===== config.mk =====
export PLATFORM = sky130hd
export DESIGN_NAME = pipe_chain
export DESIGN_NICKNAME = d
export VERILOG_FILES = /design/src/rtl/pipe_pkg.sv /design/src/rtl/pipe_stage.sv /design/src/rtl/pipe_chain.sv
export SDC_FILE = /design/constraint.sdc
export NUM_CORES = 1
export LEC_CHECK = 0
export ABC_AREA = 1
export CORE_MARGIN = 10
export CORE_UTILIZATION = 35
export CTS_BUF_LIST = sky130_fd_sc_hd__clkbuf_4 sky130_fd_sc_hd__clkbuf_8
export DETAILED_ROUTE_END_ITERATION = 10
export PLACE_DENSITY = 0.7
export SYNTH_ARGS = -nofsm -noshare
export SYNTH_HDL_FRONTEND = slang
export SYNTH_SLANG_ARGS = --single-unit
export TNS_END_PERCENT = 1

===== constraint.sdc =====
create_clock -name clk -period 1.1 [get_ports clk]
set_input_delay 0.22 -clock clk [delete_from_list [all_inputs] [get_ports clk]]
set_output_delay 0.22 -clock clk [all_outputs]
set_load 0.03 [all_outputs]

===== src/rtl/pipe_pkg.sv =====
// Shared encodings and the per-stage control record for the pipeline register chain.
// Forwarding/load-use logic in pipe_chain is built only when PIPE_CHAIN_FWD_EN is defined.
package pipe_pkg;

    localparam int FWD_RF   = 0;
    localparam int REG_ZERO = 0;

    // Control part of a stage record; wreg and data sit beside it with parametrised widths.
    typedef struct packed {
        logic valid;
        logic wen;
        logic isload;
    } stageCtrl_t;

    localparam stageCtrl_t CTRL_EMPTY = '{valid: 1'b0, wen: 1'b0, isload: 1'b0};

endpackage


===== src/rtl/pipe_stage.sv =====
// One pipeline stage register: priority reset/flush, hold, bubble, then load.
module pipe_stage
    import pipe_pkg::*;
#(
    parameter int WIDTH = 32,
    parameter int REGW  = 5
) (
    input  logic             clk,
    input  logic             rst,
    input  logic             flush,
    input  logic             hold,
    input  logic             bubble,
    input  stageCtrl_t       ctrlIn,
    input  logic [REGW-1:0]  wregIn,
    input  logic [WIDTH-1:0] dataIn,
    output stageCtrl_t       ctrlQ,
    output logic [REGW-1:0]  wregQ,
    output logic [WIDTH-1:0] dataQ
);

    always_ff @(posedge clk) begin
        if (rst || flush) begin
            ctrlQ <= CTRL_EMPTY;
            wregQ <= '0;
            dataQ <= '0;
        end else if (hold) begin
            ctrlQ <= ctrlQ;
            wregQ <= wregQ;
            dataQ <= dataQ;
        end else if (bubble) begin
            ctrlQ <= CTRL_EMPTY;
            wregQ <= '0;
            dataQ <= '0;
        end else begin
            ctrlQ <= ctrlIn;
            wregQ <= wregIn;
            dataQ <= dataIn;
        end
    end

endmodule


===== src/rtl/pipe_chain.sv =====
// Parametrised in-order pipeline register chain with per-stage stall/flush and an
// optional forwarding scoreboard (enabled by defining PIPE_CHAIN_FWD_EN).
module pipe_chain
    import pipe_pkg::*;
#(
    parameter int DEPTH = 3,
    parameter int WIDTH = 32,
    parameter int REGW  = 5,
    parameter int FW    = $clog2(DEPTH + 1)
) (
    input  logic                    clk,
    input  logic                    rst,
    input  logic                    in_valid,
    input  logic [WIDTH-1:0]        in_data,
    input  logic [REGW-1:0]         in_wreg,
    input  logic                    in_wen,
    input  logic                    in_isload,
    output logic                    in_ready,
    input  logic [DEPTH-1:0]        stall,
    input  logic [DEPTH-1:0]        flush,
    output logic [DEPTH-1:0]        st_valid,
    output logic [DEPTH*WIDTH-1:0]  st_data,
    output logic [DEPTH*REGW-1:0]   st_wreg,
    output logic [DEPTH-1:0]        st_wen,
    output logic [DEPTH-1:0]        st_isload,
    input  logic [REGW-1:0]         src_a,
    input  logic [REGW-1:0]         src_b,
    output logic [FW-1:0]           fwd_a,
    output logic [FW-1:0]           fwd_b,
    output logic                    ld_use
);

    logic [DEPTH-1:0] holdVec;
    stageCtrl_t       ctrl [DEPTH];
    logic [REGW-1:0]  wreg [DEPTH];
    logic [WIDTH-1:0] data [DEPTH];

    // A stall anywhere downstream freezes every younger stage.
    always_comb begin
        holdVec = stall;
        for (int k = DEPTH - 2; k >= 0; k--) begin
            holdVec[k] = stall[k] | holdVec[k+1];
        end
    end

    assign in_ready = ~holdVec[0];

    for (genvar k = 0; k < DEPTH; k++) begin : gStage
        stageCtrl_t       ctrlIn;
        logic [REGW-1:0]  wregIn;
        logic [WIDTH-1:0] dataIn;
        logic             bubble;

        if (k == 0) begin : gHead
            assign ctrlIn = '{valid: in_valid, wen: in_valid & in_wen, isload: in_valid & in_isload};
            assign wregIn = in_wreg;
            assign dataIn = in_data;
            assign bubble = 1'b0;
        end else begin : gBody
            assign ctrlIn = ctrl[k-1];
            assign wregIn = wreg[k-1];
            assign dataIn = data[k-1];
            assign bubble = holdVec[k-1];
        end

        pipe_stage #(
            .WIDTH (WIDTH),
            .REGW  (REGW)
        ) uStage (
            .clk    (clk),
            .rst    (rst),
            .flush  (flush[k]),
            .hold   (holdVec[k]),
            .bubble (bubble),
            .ctrlIn (ctrlIn),
            .wregIn (wregIn),
            .dataIn (dataIn),
            .ctrlQ  (ctrl[k]),
            .wregQ  (wreg[k]),
            .dataQ  (data[k])
        );

        assign st_valid[k]               = ctrl[k].valid;
        assign st_wen[k]                 = ctrl[k].wen;
        assign st_isload[k]              = ctrl[k].isload;
        assign st_wreg[k*REGW +: REGW]   = wreg[k];
        assign st_data[k*WIDTH +: WIDTH] = data[k];
    end

`ifdef PIPE_CHAIN_FWD_EN
    // Scan oldest to youngest so the youngest matching producer wins.
    always_comb begin
        fwd_a = FW'(FWD_RF);
        fwd_b = FW'(FWD_RF);
        for (int k = DEPTH - 1; k >= 0; k--) begin
            if (ctrl[k].valid && ctrl[k].wen && wreg[k] == src_a && src_a != REGW'(REG_ZERO))
                fwd_a = FW'(k + 1);
            if (ctrl[k].valid && ctrl[k].wen && wreg[k] == src_b && src_b != REGW'(REG_ZERO))
                fwd_b = FW'(k + 1);
        end
    end

    assign ld_use = ctrl[0].valid & ctrl[0].isload & ctrl[0].wen
                  & (wreg[0] != REGW'(REG_ZERO))
                  & ((wreg[0] == src_a) | (wreg[0] == src_b));
`else
    logic unusedSrc;
    assign unusedSrc = ^{src_a, src_b};
    assign fwd_a     = FW'(FWD_RF);
    assign fwd_b     = FW'(FWD_RF);
    assign ld_use    = 1'b0;
`endif

endmodule


# [Word level (Yosys, flattened, before mapping)]
# Cells that the tools add are included.
[op_classes] n_mux=6 n_bitwise=5 n_reduce_logical=3
[ops] cell="two-way mux 32 bit" n=2
[ops] cell="two-way mux 5 bit" n=2
[ops] cell="two-way mux 3 bit" n=2
[ops] cell="logical OR 1 bit" n=3
[ops] cell="AND 1 bit" n=2
[ops] cell="bitwise OR 1 bit" n=2
[ops] cell="NOT 1 bit" n=1
[totals] register_bits=120 input_bits=58 wordCells=29

# [Longest topological paths before layout]
[depth] word_depth=3 ltp_mapped=8 ltp_nobuf=5

# [By module]
# Synthesis repeated with hierarchy kept, for this count alone.
[hier_totals] cells_unflattened=543 hier_area_um2=4824.6
[by_module_without_submodules] mod="pipe_stage" n_inst=3 cells_per_inst=176 area_per_inst_um2=1580.3
[by_module_without_submodules] mod="pipe_chain" n_inst=1 cells_per_inst=15 area_per_inst_um2=83.8

# [Least setup slack after synthesis]
# OpenSTA, ideal clock, no wires.
[synth_path] path_type="input to register" from="in stall[2]" to="reg gStage[0].uStage.dataQ[10]" setup_time_ps=113 arrival_ps=946 required_time_ps=987 setup_slack_ps=41 cell_stages=7 path_cell_list="buf_6 nor2_4 buf_4 buf_2 nand3b_1 nand2_1 nor2_1"
[synth_between] elab_chain_cells=2
[synth_lines] element="start, declared" line_no="pipe_chain.sv:19" text="input logic [DEPTH-1:0] stall,"
[synth_lines] element="bitwise OR 1 bit (2 in a row)" line_no="pipe_chain.sv:42" text="holdVec[k] = stall[k] | holdVec[k+1];"
[synth_lines] element="end signal, assigned" line_no="pipe_stage.sv:29" text="dataQ <= dataQ;"
[synth_lines] element="end signal, assigned" line_no="pipe_stage.sv:37" text="dataQ <= dataIn;"
[synth_lines] element="end, declared" line_no="pipe_stage.sv:18" text="output logic [WIDTH-1:0] dataQ"
# Every way passes these cells.
# A chain may end at the register's enable or synchronous reset.

# [Worst setup path after layout]
[layout_path] from="reg gStage[1].uStage.dataQ[29]" to="out st_data[61]"
[layout_lines] element="start, declared" line_no="pipe_stage.sv:18"
[layout_lines] element="start signal, assigned" line_no="pipe_stage.sv:29"
[layout_lines] element="start signal, assigned" line_no="pipe_stage.sv:37"
[layout_lines] element="end, declared" line_no="pipe_chain.sv:22" text="output logic [DEPTH*WIDTH-1:0] st_data,"
# No word-level cell between the ends.

==> impl_metrics.ini <==
[grt]
use_met1 = 0.177
grt_start_max_net_pins = 57
grt-busiest-layer = met2
grt_util_all_layers = 0.163
grt_pass1_vias = 4445
antenna_found_initial = 0
grt_util_met3 = 0.0523
grt_pass1_wl_microns = 23800
overflow = 0
use_met2 = 0.290

[worst_setup_path]
path_cells = buf_6
slowest_stage = dfxtp_4
worstSetupEndpointType = primary output
cpPeakStageDelay_ns = 0.37
worst_setup_path_start_kind = flip-flop
crit_fanout = 3
crit_type = reg -> out
cp_top_family = flip-flops
critPathBufInv = 1
crit_required_ns = 0.88
cp.arrival_ns = 0.92

[detailed_routing]
drtIter0Drc = 295
post_drt_wl_per_cell_microns = 15.9
dr.pass1.iters = 5
drt_wl_total_microns = 14900
antenna_left = 0
num_vias = 4417
drc_errors = 0
via_per_inst = 4.71

[synthesis]
synth_edf_count = 0
yosysTopAreaCell = dfxtp_1
yosys_warnings = 0
synth_area_leaders = dfxtp_1 (53%), nand2_1 (13%), a21oi_1 (9.1%)
synthTopCellsByCount = nand2_1 (163), dfxtp_1 (120), a21oi_1 (83)
postSynthAreaPerCell_sq_um = 7.76
synth_ff_type = dfxtp_1
ys_ff_latch = 120
yosysSeqAreaShare = 0.528
post-synth-top-area-fraction = 0.528
syn_area_sq_um = 4550
ys_types = 17
async_reset_ff_frac = 0
netlist_instances = 586
yosysMostFrequentCell = nand2_1

[floorplan]
num_rows = 41
core_area_sq_um = 12700
die-area_sq_um = 18000
chipWidth_microns = 134
fp.dieH_microns = 134
initial_utilization = 0.359
ios = 184

[worst_hold_path]
hold_class = in -> reg

[final_layout]
multi_input_area_sq_um = 1860
layout-drive-gt1-share = 0.405
regArea_sq_um = 2580
n_antenna_cell = 0
num-nets-final = 815
final_area_sq_um = 7240
num-fill-cells = 1155
syn2layout_area_growth_pct = 59.2

[timing]
slew_violations = 0
finalSetupViolCount = 112
fmax_mhz = 876
clock_skew_ns = 0.00870
rsz0062_at_grt = true
period_minus_slack_ns = 1.14
fin_crit_sh = 1.04
postLayoutSetupSlackWorst_ns = -0.0412
finalHoldViolCount = 0
whs_ns = 0.278

[clocking]
cts_tree = built
htreeDepth = 4
hold_buffers = 0
clkSlewWorstSetupHoldPaths_ns = 0.07
clockBufferDepth = 2
cts-root-buf = clkbuf_8
clock_latency_ns = 0.43
cts_made_buffers = 17
clock-sinks = 120

[power_and_ir_drop]
vdd_drop_max_v = 0.000636
p_leak_nw = 2.74
powerDensity_nw_per_um2 = 1200
p_total_mw = 8.69

[placement]
placed_area_sq_um = 6260
dp_hpwl_microns = 10500
dp_slack_ns = -0.469
portBuffers = 168
gp_congestion = 0.763

[outcome]
violations = setup timing
status = finished with violations

[flow_run]
drv_cap = 0
-- report_power, final --
group          switching, mW  total [mW]  leakage (nW)  internal [mW]
Sequential            0.0349        4.39          1.03           4.36
Combinational          0.487       0.907          1.53          0.420
Clock                   1.65        3.40         0.177           1.74
-- final timing paths --
check / slack (ns) / endpoint / from / cells past startpoint
min: 0.28 / gStage[2].uStage.dataQ[23]$_SDFFE_PP0N_ / stall[2] / 4
max: -0.04 / st_data[61] / gStage[1].uStage.dataQ[29]$_SDFFE_PP0N_ / 1
max reg2reg: 0.38 / gStage[1].uStage.ctrlQ[2]$_SDFFE_PP0N_ / gStage[1].uStage.ctrlQ[2]$_SDFFE_PP0N_ / 3
min reg2reg: 0.47 / gStage[2].uStage.dataQ[7]$_SDFFE_PP0N_ / gStage[2].uStage.dataQ[7]$_SDFFE_PP0N_ / 2
-- area by class of cell --
type | instances | area share
Sequential cell | 120 | 0.356
Timing Repair Buffer | 201 | 0.308
Multi-Input combinational cell | 410 | 0.257
Clock buffer | 23 | 0.0411
Tap cell | 172 | 0.0297
Inverter | 7 | 0.00397
Clock inverter | 5 | 0.00346
-- state kept, by name, indices dropped and copies added (netlist names) --
| register | flops |
|---|---|
| gStage.uStage.dataQ | 96 |
| gStage.uStage.wregQ | 15 |
| gStage.uStage.ctrlQ | 9 |
-- metrics by stage --
| stage | setup TNS [ns] | util | instances |
|---|---|---|---|
| finish | -2.37 | 0.572 | 938 |
| CTS | -6.11 | 0.570 | 938 |
| global placement | -44.97 | 0.494 | 906 |
| floorplan | 0 | - | 590 |
| detailed placement | -48.05 | 0.494 | 906 |
| global route | -7.53 | 0.572 | 938 |
-- per-layer routing --
| metal | part of all wire | wire length, microns | vias up |
|---|---|---|---|
| li1 | - | - | 2224 |
| met1 | 0.40 | 5970 | 2069 |
| met2 | 0.53 | 7820 | 109 |
| met3 | 0.060 | 889 | 15 |
| met4 | 0.014 | 205 | 0 |
| met5 | 0 | 0 | - |
-- cell usage in the layout, fill, tap and decap left out, drive strengths merged --
| cell type | instances |
|---|---|
| or2 | 2 |
| inv | 7 |
| nand3 | 43 |
| buf | 155 |
| a21oi | 83 |
| dlygate4sd2 | 2 |
| clkbuf | 23 |
| nand2 | 164 |
| dfxtp | 120 |
| nand3b | 37 |
| clkdlybuf4s50 | 44 |
| clkinv | 5 |
| nor2 | 76 |
| conb | 5 |
-- kinds of logic after synthesis --
logic type | synth area share
and+or+nand+nor | 0.311
other | 0.000825
buffers and inverters | 0.0682
AOI/OAI and AO/OA | 0.0913
DFF | 0.528
-- timing repair --
item	in CTS	in global routing
pin swaps	1	0
gates resized for setup	246	9
endpoints found under the setup margin	127	121
setup buffers	4	0
endpoints found under the hold margin	0	0
No activity file was read; power rests on OpenSTA's default activity.
